--- config.mk ---
export PLATFORM = sky130hd
export DESIGN_NAME = sm_colour_sensor_scanner_flat
export DESIGN_NICKNAME = d
export VERILOG_FILES = /design/src/rtl/sm_colour_sensor_scanner_if.sv /design/src/rtl/sm_colour_sensor_scanner.sv /design/src/flat_wrapper.sv
export SDC_FILE = /design/constraint.sdc
export NUM_CORES = 1
export LEC_CHECK = 0
export ABC_AREA = 1
export ABC_CLOCK_PERIOD_IN_PS = 3000
export BUFFER_PORTS_ARGS = -buffer_cell sky130_fd_sc_hd__buf_2
export CAP_MARGIN = 20
export CORE_ASPECT_RATIO = 1.5
export CORE_MARGIN = 2
export CORE_UTILIZATION = 30
export CTS_BUF_LIST = sky130_fd_sc_hd__clkbuf_16
export DETAILED_ROUTE_END_ITERATION = 16
export GPL_TIMING_DRIVEN = 0
export HOLD_SLACK_MARGIN = 0.1
export PLACE_DENSITY = 0.5
export RECOVER_POWER = 100
export SLEW_MARGIN = 10
export SYNTH_ARGS = -nofsm -noshare
export SYNTH_HDL_FRONTEND = slang
export SYNTH_SLANG_ARGS = --single-unit
--- constraint.sdc ---
create_clock -name clk -period 3 [get_ports clk]
set_clock_uncertainty 0.1 [all_clocks]
set_input_delay 0.45 -clock clk [delete_from_list [all_inputs] [get_ports clk]]
set_output_delay 0.45 -clock clk [all_outputs]
set_load 0.005 [all_outputs]
--- src/rtl/sm_colour_sensor_scanner_if.sv ---
// Sensor pin and result bundle between the colour scanner and its host logic.
interface sm_colour_sensor_scanner_if #(
    parameter int unsigned CNT_W = 7
);
    logic             en;
    logic             signal;
    logic             S0;
    logic             S1;
    logic             S2;
    logic             S3;
    logic [CNT_W-1:0] count_r;
    logic [CNT_W-1:0] count_b;
    logic [CNT_W-1:0] count_g;
    logic             frame_done;
    logic [2:0]       color;
    logic             color_change;

    // Host / bench side: drives enable and the sensor output, observes results.
    modport master (
        output en, signal,
        input  S0, S1, S2, S3, count_r, count_b, count_g, frame_done, color, color_change
    );

    // Scanner side.
    modport slave (
        input  en, signal,
        output S0, S1, S2, S3, count_r, count_b, count_g, frame_done, color, color_change
    );
endinterface

--- src/rtl/sm_colour_sensor_scanner.sv ---
// TCS3200-style colour sensor scanner: steps red/blue/green filters, counts
// sensor edges per window, classifies each frame and debounces the colour.
module sm_colour_sensor_scanner #(
    parameter int unsigned WINDOW_CYCLES = 1000,
    parameter int unsigned SETTLE_CYCLES = 16,
    parameter int unsigned CNT_W         = 7,
    parameter int unsigned CONFIRM       = 3,
    parameter logic [1:0]  SCALE         = 2'b01,
    parameter logic [47:0] THR_RED       = {8'h0B, 8'h14, 8'h17, 8'h23, 8'h04, 8'h08},
    parameter logic [47:0] THR_BLUE      = {8'h07, 8'h0A, 8'h13, 8'h1A, 8'h07, 8'h0C},
    parameter logic [47:0] THR_GREEN     = {8'h03, 8'h07, 8'h19, 8'h22, 8'h05, 8'h08}
) (
    input  logic                         clk,
    input  logic                         rst,
    sm_colour_sensor_scanner_if.slave    bus
);

    localparam int unsigned TMR_MAX = (WINDOW_CYCLES > SETTLE_CYCLES) ? WINDOW_CYCLES : SETTLE_CYCLES;
    localparam int unsigned TMR_W   = (TMR_MAX > 1) ? $clog2(TMR_MAX) : 1;
    localparam int unsigned CONF_W  = $clog2(CONFIRM + 1);

    localparam logic [TMR_W-1:0]  SETTLE_LAST = TMR_W'(SETTLE_CYCLES - 1);
    localparam logic [TMR_W-1:0]  WINDOW_LAST = TMR_W'(WINDOW_CYCLES - 1);
    localparam logic [CONF_W-1:0] CONF_MAX    = CONF_W'(CONFIRM);
    localparam logic [CNT_W-1:0]  CNT_SAT     = {CNT_W{1'b1}};

    typedef enum logic [1:0] {IDLE, SETTLE, COUNT, STORE} state_t;
    typedef enum logic [1:0] {F_RED = 2'b00, F_BLUE = 2'b01, F_GREEN = 2'b11} filter_t;

    state_t            state;
    filter_t           filter;
    logic [1:0]        scale;
    logic [TMR_W-1:0]  tmr;
    logic [CNT_W-1:0]  cnt;
    logic [CNT_W-1:0]  count_r_q;
    logic [CNT_W-1:0]  count_b_q;
    logic [CNT_W-1:0]  count_g_q;
    logic              frame_done_q;
    logic [2:0]        color_q;
    logic              color_change_q;
    logic [2:0]        prev_cand;
    logic [CONF_W-1:0] conf;
    logic              sync_meta;
    logic              sync_q;
    logic              sync_prev;

    logic              edge_c;
    logic [2:0]        hits_c;
    logic [2:0]        cand_c;
    logic [CONF_W-1:0] conf_next_c;

    // Exclusive window test of one colour's threshold set.
    function automatic logic in_window(input logic [47:0] thr, input logic [7:0] r,
                                       input logic [7:0] b, input logic [7:0] g);
        return (r > thr[47:40]) && (r < thr[39:32]) &&
               (b > thr[31:24]) && (b < thr[23:16]) &&
               (g > thr[15:8])  && (g < thr[7:0]);
    endfunction

    // Edge detect and frame classification; green comes straight from the live counter in STORE.
    always_comb begin
        edge_c = sync_q & ~sync_prev;
        hits_c = {in_window(THR_GREEN, 8'(count_r_q), 8'(count_b_q), 8'(cnt)),
                  in_window(THR_BLUE,  8'(count_r_q), 8'(count_b_q), 8'(cnt)),
                  in_window(THR_RED,   8'(count_r_q), 8'(count_b_q), 8'(cnt))};
        cand_c = $onehot(hits_c) ? hits_c : 3'b000;
        if (cand_c == prev_cand) begin
            conf_next_c = (conf == CONF_MAX) ? conf : CONF_W'(conf + 1'b1);
        end else begin
            conf_next_c = CONF_W'(1);
        end
    end

    // Scan sequencer, edge counter, result registers and colour debounce.
    always_ff @(posedge clk) begin
        if (rst) begin
            state          <= IDLE;
            filter         <= F_RED;
            scale          <= 2'b00;
            tmr            <= '0;
            cnt            <= '0;
            count_r_q      <= '0;
            count_b_q      <= '0;
            count_g_q      <= '0;
            frame_done_q   <= 1'b0;
            color_q        <= 3'b000;
            color_change_q <= 1'b0;
            prev_cand      <= 3'b000;
            conf           <= '0;
            sync_meta      <= 1'b0;
            sync_q         <= 1'b0;
            sync_prev      <= 1'b0;
        end else begin
            frame_done_q   <= 1'b0;
            color_change_q <= 1'b0;
            sync_meta      <= bus.signal;
            sync_q         <= sync_meta;
            sync_prev      <= sync_q;

            if (state != IDLE && !bus.en) begin
                // Abort: drop the partial window and restart debounce; results and colour hold.
                state  <= IDLE;
                filter <= F_RED;
                scale  <= 2'b00;
                tmr    <= '0;
                cnt    <= '0;
                conf   <= '0;
            end else begin
                case (state)
                    IDLE: begin
                        if (bus.en) begin
                            state  <= SETTLE;
                            filter <= F_RED;
                            scale  <= SCALE;
                            tmr    <= '0;
                            cnt    <= '0;
                        end
                    end
                    SETTLE: begin
                        cnt <= '0;
                        if (tmr == SETTLE_LAST) begin
                            tmr   <= '0;
                            state <= COUNT;
                        end else begin
                            tmr <= TMR_W'(tmr + 1'b1);
                        end
                    end
                    COUNT: begin
                        if (edge_c && cnt != CNT_SAT) begin
                            cnt <= CNT_W'(cnt + 1'b1);
                        end
                        if (tmr == WINDOW_LAST) begin
                            tmr   <= '0;
                            state <= STORE;
                        end else begin
                            tmr <= TMR_W'(tmr + 1'b1);
                        end
                    end
                    default: begin
                        cnt   <= '0;
                        tmr   <= '0;
                        state <= SETTLE;
                        case (filter)
                            F_RED: begin
                                count_r_q <= cnt;
                                filter    <= F_BLUE;
                            end
                            F_BLUE: begin
                                count_b_q <= cnt;
                                filter    <= F_GREEN;
                            end
                            default: begin
                                count_g_q    <= cnt;
                                filter       <= F_RED;
                                frame_done_q <= 1'b1;
                                prev_cand    <= cand_c;
                                conf         <= conf_next_c;
                                if (conf_next_c == CONF_MAX && cand_c != color_q) begin
                                    color_q        <= cand_c;
                                    color_change_q <= 1'b1;
                                end
                            end
                        endcase
                    end
                endcase
            end
        end
    end

    assign bus.S0           = scale[1];
    assign bus.S1           = scale[0];
    assign bus.S2           = filter[1];
    assign bus.S3           = filter[0];
    assign bus.count_r      = count_r_q;
    assign bus.count_b      = count_b_q;
    assign bus.count_g      = count_g_q;
    assign bus.frame_done   = frame_done_q;
    assign bus.color        = color_q;
    assign bus.color_change = color_change_q;

endmodule

--- src/flat_wrapper.sv ---
// flat-port wrapper written by rule: the top's interface ports become plain ports
module sm_colour_sensor_scanner_flat 
#(
    parameter int unsigned WINDOW_CYCLES = 1000,
    parameter int unsigned SETTLE_CYCLES = 16,
    parameter int unsigned CNT_W         = 7,
    parameter int unsigned CONFIRM       = 3,
    parameter logic [1:0]  SCALE         = 2'b01,
    parameter logic [47:0] THR_RED       = {8'h0B, 8'h14, 8'h17, 8'h23, 8'h04, 8'h08},
    parameter logic [47:0] THR_BLUE      = {8'h07, 8'h0A, 8'h13, 8'h1A, 8'h07, 8'h0C},
    parameter logic [47:0] THR_GREEN     = {8'h03, 8'h07, 8'h19, 8'h22, 8'h05, 8'h08}
)
  (clk, rst, bus_en, bus_signal, bus_S0, bus_S1, bus_S2, bus_S3, bus_count_r, bus_count_b, bus_count_g, bus_frame_done, bus_color, bus_color_change);
  sm_colour_sensor_scanner_if #(.CNT_W(CNT_W)) bus_i ();
  input  logic clk;
  input  logic rst;
  input wire logic [$bits(bus_i.en)-1:0] bus_en;
  input wire logic [$bits(bus_i.signal)-1:0] bus_signal;
  output wire logic [$bits(bus_i.S0)-1:0] bus_S0;
  output wire logic [$bits(bus_i.S1)-1:0] bus_S1;
  output wire logic [$bits(bus_i.S2)-1:0] bus_S2;
  output wire logic [$bits(bus_i.S3)-1:0] bus_S3;
  output wire logic [$bits(bus_i.count_r)-1:0] bus_count_r;
  output wire logic [$bits(bus_i.count_b)-1:0] bus_count_b;
  output wire logic [$bits(bus_i.count_g)-1:0] bus_count_g;
  output wire logic [$bits(bus_i.frame_done)-1:0] bus_frame_done;
  output wire logic [$bits(bus_i.color)-1:0] bus_color;
  output wire logic [$bits(bus_i.color_change)-1:0] bus_color_change;
  assign bus_i.en = bus_en;
  assign bus_i.signal = bus_signal;
  assign bus_S0 = bus_i.S0;
  assign bus_S1 = bus_i.S1;
  assign bus_S2 = bus_i.S2;
  assign bus_S3 = bus_i.S3;
  assign bus_count_r = bus_i.count_r;
  assign bus_count_b = bus_i.count_b;
  assign bus_count_g = bus_i.count_g;
  assign bus_frame_done = bus_i.frame_done;
  assign bus_color = bus_i.color;
  assign bus_color_change = bus_i.color_change;
  sm_colour_sensor_scanner #(.WINDOW_CYCLES(WINDOW_CYCLES), .SETTLE_CYCLES(SETTLE_CYCLES), .CNT_W(CNT_W), .CONFIRM(CONFIRM), .SCALE(SCALE), .THR_RED(THR_RED), .THR_BLUE(THR_BLUE), .THR_GREEN(THR_GREEN)) u_core (.clk(clk), .rst(rst), .bus(bus_i));
endmodule
==> After elaboration in Yosys (flattened, before gate mapping) <==
Cells that the tools add are included.
{ "totals": {"output_inout_bits": 30, "regBits": 56, "inputBits": 4, "word_cells": 115} }
{ "op_classes": {"magnitude_cmp": 17, "n_reduce_logical": 37, "eq_ne": 15, "add_sub_neg": 5, "n_bitwise": 6, "muxes": 19} }
{ "ops": {"columns": ["operator", "n"], "rows": [
  ["$mux 10", 3],
  ["$pmux 10 s3", 1],
  ["$gt 7x3->1 const B", 4],
  ["$gt 7x5->1 const B", 3],
  ["$lt 7x4->1 const B", 3],
  ["$logic_and 1x1->1", 18],
  ["$lt 7x5->1 const B", 2],
  ["$lt 7x6->1 const B", 2],
  ["$mux 7", 2],
  ["$pmux 7 s2", 1],
  ["$mux 2", 6],
  ["$reduce_and 3->1", 4],
  ["$add 10x1->10 const B", 1],
  ["$eq 10x10->1 const B", 1],
  ["$eq 10x4->1 const B", 1],
  ["$pmux 2 s2", 2],
  ["$reduce_and 2->1", 4],
  ["$add 7x1->7 const B", 1],
  ["$gt 7x2->1 const B", 1],
  ["$gt 7x4->1 const B", 1],
  ["$lt 7x3->1 const B", 1],
  ["$ne 7x7->1 const B", 1],
  ["$reduce_or 7->1", 1],
  ["$eq 2x1->1 const B", 3],
  ["other kinds (20)", 32]
]} }

==> Depth between registers and ports, before layout <==
{ "depth": {"ltp_word": 15, "ltp_mapped": 21, "ltp_nobuf": 20} }

==> Worst setup path after synthesis <==
Ideal clock, no wire load.
{ "synth_path": {"path_type": "flip-flop to flip-flop", "startpoint": "reg u_core.cnt[0]", "endpoint": "reg u_core.color_q[1], in the netlist u_core.bus.color[1]", "t_required_ps": 2791, "setup_time_ps": 109, "n_path_buf": 0, "path_stages_with_launch": 18, "t_arrival_ps": 2649, "period_less_slack_ps": 2858, "slack_ps": 142, "cell_sequence": "dfxtp_1 > inv_1 > ha_1 > inv_1 > nand2_1 > nor2_1 > nand4_1 > or2_2 > fa_1 > nor2_2 > nand3_1 > nand2_1 > nand2_1 > nand3b_4 > nand3_2 > nand2_1 > nand2_1 > inv_1"} }
{ "synth_between": {"elab_chain_len": 12, "elab_cells_between_ends": 21, "classes_between": "add/sub (2); order compare (5); eq/ne (4); mux (2); reduce/logical (8)"} }
{ "synth_rtl": {"columns": ["element", "line", "text"], "rows": [
  ["from (decl)", "sm_colour_sensor_scanner.sv:34", "logic [CNT_W-1:0] cnt;"],
  ["from (signal assigned)", "sm_colour_sensor_scanner.sv:130", "cnt <= CNT_W'(cnt + 1'b1);"],
  ["$gt 7x3->1", "sm_colour_sensor_scanner.sv:57", "(g > thr[15:8]) && (g < thr[7:0]);"],
  ["$logic_and 1x1->1", "sm_colour_sensor_scanner.sv:56", "(b > thr[31:24]) && (b < thr[23:16]) &&"],
  ["$logic_and 1x1->1", "sm_colour_sensor_scanner.sv:57", null],
  ["$add 1x1->2 (implied by the code)", "sm_colour_sensor_scanner.sv:66", "cand_c = $onehot(hits_c) ? hits_c : 3'b000;"],
  ["$add 2x1->2 (implied by the code)", "sm_colour_sensor_scanner.sv:66", null],
  ["$eq 2x1->1", "sm_colour_sensor_scanner.sv:66", null],
  ["$mux 3 (*)", "sm_colour_sensor_scanner.sv:66", null],
  ["$eq 3x3->1", "sm_colour_sensor_scanner.sv:67", "if (cand_c == prev_cand) begin"],
  ["$mux 2", "sm_colour_sensor_scanner.sv:67", null],
  ["$eq 2x2->1", "sm_colour_sensor_scanner.sv:158", "if (conf_next_c == CONF_MAX && cand_c != color_q) begin"],
  ["$logic_and 1x1->1", "sm_colour_sensor_scanner.sv:158", null],
  ["$reduce_and 4->1 (no source line)", null, null],
  ["to (signal assigned)", "sm_colour_sensor_scanner.sv:159", "color_q <= cand_c;"],
  ["to (decl)", "sm_colour_sensor_scanner.sv:39", "logic [2:0] color_q;"]
]} }
Every way passes the cells marked *; elsewhere a longest branch is shown, timed or not.
A chain may end at the register's enable or synchronous reset.

==> Final worst setup path <==
{ "layout_path": {"startpoint": "reg u_core.cnt[1]", "endpoint": "reg u_core.color_q[0], in the netlist u_core.bus.color[0]"} }
Same word-level chain as after synthesis.

==> metrics.txt <==
Crit Path Max Fanout=5; DR pass1 iterations=4; # setup viols final=0; vias in the first global route=2465; final core utilization=0.3760; final critical-path required period=2.817 ns; CP Data Required Time=3.14 ns; Layout Cells excl Fill=about 570; clk sinks=56; reg2reg start=u_core.cnt[1]; Fin. Hold Viols=0; Tot GR Track Use=0.1484; WHS=0.2526 ns; first-pass GRT wire length=12150 um; largest net degree at the start of global routing=18; Slowest cell on crit path=fa_2; Final Cycle Share=0.9390; critical path data arrival time=2.96 ns; Row Count=43; worst reg2reg path depth=17; DR vias/cell=4.733; peak supply drop=256.8 uV; critical path endpoint category=flop; DRC viols=0; Overflow after GRT=0; fin nets=467; Clock transition at path regs=0.08 ns; Setup TNS=0 ns; static leakage=1.449 nW; # port buffers=32; Critical R2R Capture=u_core.bus.color[0]; Worst Hold Path EP=u_core.sync_meta; Max transition margin=0.5916; Num CTS Buffers=5; Routed WL per cell=12.81 um; Synth cell types=33; CTS Hold Bufs=0; WHS Path Cells=3; DRT Wirelength=7251 um; Largest stage delay, worst path=0.51 ns; sequential area share after synthesis=0.3937; Top delay family on crit path=simple AND/OR/NAND/NOR gates; CTS tree=built; die area=~10000 um^2; setup slack, reg-to-reg=0.18 ns; Die X=83.55 um; cells along the critical path=inv_6 > ha_2 > inv_2 > nor2_2 > or2_1 > nor2_4 > nand2_2 > fa_2 > nor2_4 > nand4_1 > nand2_1 > nand3_2 > nor2_4 > nand3_2 > nand2_1 > inv_1 > nor2_1; status=completed; Post-synth EDFFs=0; CP bufs+invs=3; Setup crit start kind=flop; Via Count=2679; HP Start=bus_signal; # fillers=1005; Syn Nets=418; Clk Latency, worst-skew pair=0.30 ns; die height=123.3 um; clk buf depth=2; Final Max Slew Viols=0; core footprint=9254 um^2; Root Driver=clkbuf_16; Post-Syn Instances=404; Yosys warning count=0; Post-Syn Area=2848 um^2; Yosys reg bits=56; ys async rst share=0; ant diodes=0; multi-input logic area=1520 um^2; Max Clock Freq=around 0.36 GHz; Power Dens Cells=632.7 nW/um^2; Crit. path cell count=17; Initial Util=0.3077; min-delay worst type=in -> reg; Primary FF master, synth=dfxtp_1; DR iter-0 viols=172; mean post-synth cell area=7.049 um^2; Routed Antenna Nets=0; layout cell share with drive strength beyond 1=0.1894; initial antenna violation count=0; GPL Wtd Cong=0.8732; CP most frequent cell=nor2_4; CTS HTree Levels=2; Area growth syn-to-layout=22.19%; placed cells=between 500 and 600; max-cap violation count=0; Worst Tran Pin Value=0.6104 ns; # IOs=34; Reg area=roughly 1100 um^2; Post-DP HPWL=5532 um; critical path type=reg -> reg
[layer usage]
metal,share of wire,vias up,global-route usage
met5,0,-,0
met4,0.025,0,0.06754
met2,0.52,47,0.2802
met1,0.42,1223,0.1612
met3,0.034,12,0.02603
li1,-,1397,-
[layout by cell type (no fill, tap or decap), types with 2 or more instances in the layout]
master and n:
nand4_1 14, a211oi_1 3, nor3_1 10, nor2_2 9, dfxtp_2 3, ha_1 7, o32ai_1 2, inv_1 59
buf_2 18, clkbuf_16 5, nand2_1 70, buf_4 10, xor2_1 5, inv_2 6, nor2_4 7, o21ai_0 28
nor2_1 43, nand2_2 6, clkbuf_1 19, dfxtp_4 2, nand3_1 10, dfxtp_1 51, a21oi_1 37, nand3_2 5
nor4_1 3
[cell usage after synthesis (3+ instances only)]
master	count	area [um^2]
a211oi_1	3	22.52
a21oi_1	37	185.2
clkbuf_1	5	18.77
dfxtp_1	56	1121
ha_1	9	112.6
inv_1	64	240.2
inv_2	4	15.01
nand2_1	73	274.0
nand2_2	3	18.77
nand3_1	13	65.06
nand3_2	3	30.03
nand4_1	14	87.58
nor2_1	48	180.2
nor2_2	8	50.05
nor3_1	10	50.05
nor4_1	3	18.77
o21ai_0	28	140.1
xor2_1	5	43.79
[logic make-up after synthesis]
family | Yosys count | synth area share
AND/OR/NAND/NOR | 183 | 0.3032
buffers and inverters | 76 | 0.1041
adder cells (fa/ha/maj) | 10 | 0.04657
flip-flops | 56 | 0.3937
other | 1 | 0.001317
AO/OA/AOI/OAI | 73 | 0.1358
XOR/XNOR | 5 | 0.01538
[stage by stage]
| step | instance area (um^2) | power, mW | setup slack (ns) |
|---|---|---|---|
| after floorplan | 2848 | 1.304 | 0.1419 |
| after detailed placement | 3148 | 1.479 | -0.3977 |
| after global placement | 3148 | 1.473 | -0.4134 |
| after global routing | 3480 | 2.352 | -0.01509 |
| final | 3480 | 2.202 | 0.1831 |
| after CTS | 3342 | 2.167 | 0.009134 |
[what timing repair did]
| item | CTS | global route |
|---|---|---|
| endpoints found under the setup margin | 6 | 5 |
| hold endpoints to repair | 0 | 0 |
| gates cloned | 1 | 0 |
| resized for setup | 9 | 33 |
| pin swaps | 1 | 24 |
| setup buffers | 0 | 9 |
[flip-flops by register name, summed over array words and instances, names as in the netlist]
name	count
u_core.bus.count_b	7
u_core.filter	2
u_core.bus.frame_done	1
u_core.bus.count_g	7
u_core.bus.count_r	7
u_core.sync_q	1
u_core.cnt	7
u_core.state	2
u_core.prev_cand	3
u_core.bus.color_change	1
u_core.sync_meta	1
u_core.bus.color	3
u_core.conf	2
u_core.scale	1
u_core.tmr	10
u_core.sync_prev	1
[power by group]
part | leakage (nW) | switching (mW) | internal [mW]
registers | 0.456 | 0.0799 | 0.816
logic | 0.913 | 0.412 | 0.221
clock network | 0.0798 | 0.280 | 0.393
[area by class of cell]
| type | instances | share of cell area |
|---|---|---|
| Timing Repair Buffer | 41 | 0.06041 |
| Clock buffer | 5 | 0.03596 |
| Sequential cell | 56 | 0.3254 |
| Tap cell | 112 | 0.04027 |
| Inverter | 68 | 0.07695 |
| Buffer | 8 | 0.01187 |
| Clock inverter | 3 | 0.01223 |
| Multi-Input combinational cell | 273 | 0.4369 |
[worst max-delay path by stage]
stage,slack (ns),from,to
floorplan,0.14,u_core.cnt[0],u_core.bus.color[1]
global placement,-0.41,u_core.cnt[0],u_core.bus.color[2]
finish,0.18,u_core.cnt[1],u_core.bus.color[0]
detailed placement,-0.40,u_core.cnt[0],u_core.bus.color[1]
CTS,0.009,u_core.cnt[0],u_core.bus.color[1]
global route,-0.02,u_core.bus.count_b[3],u_core.bus.color[0]
[worst register-to-register path, delay by kind of cell, from the launching register on]
| kind | cells | cell delay (ns) |
|---|---|---|
| fa+ha+maj | 2 | 0.67 |
| buf+inv | 3 | 0.13 |
| flops | 1 | 0.39 |
| simple gates | 12 | 1.45 |
Power figures use the tool's default switching activity.
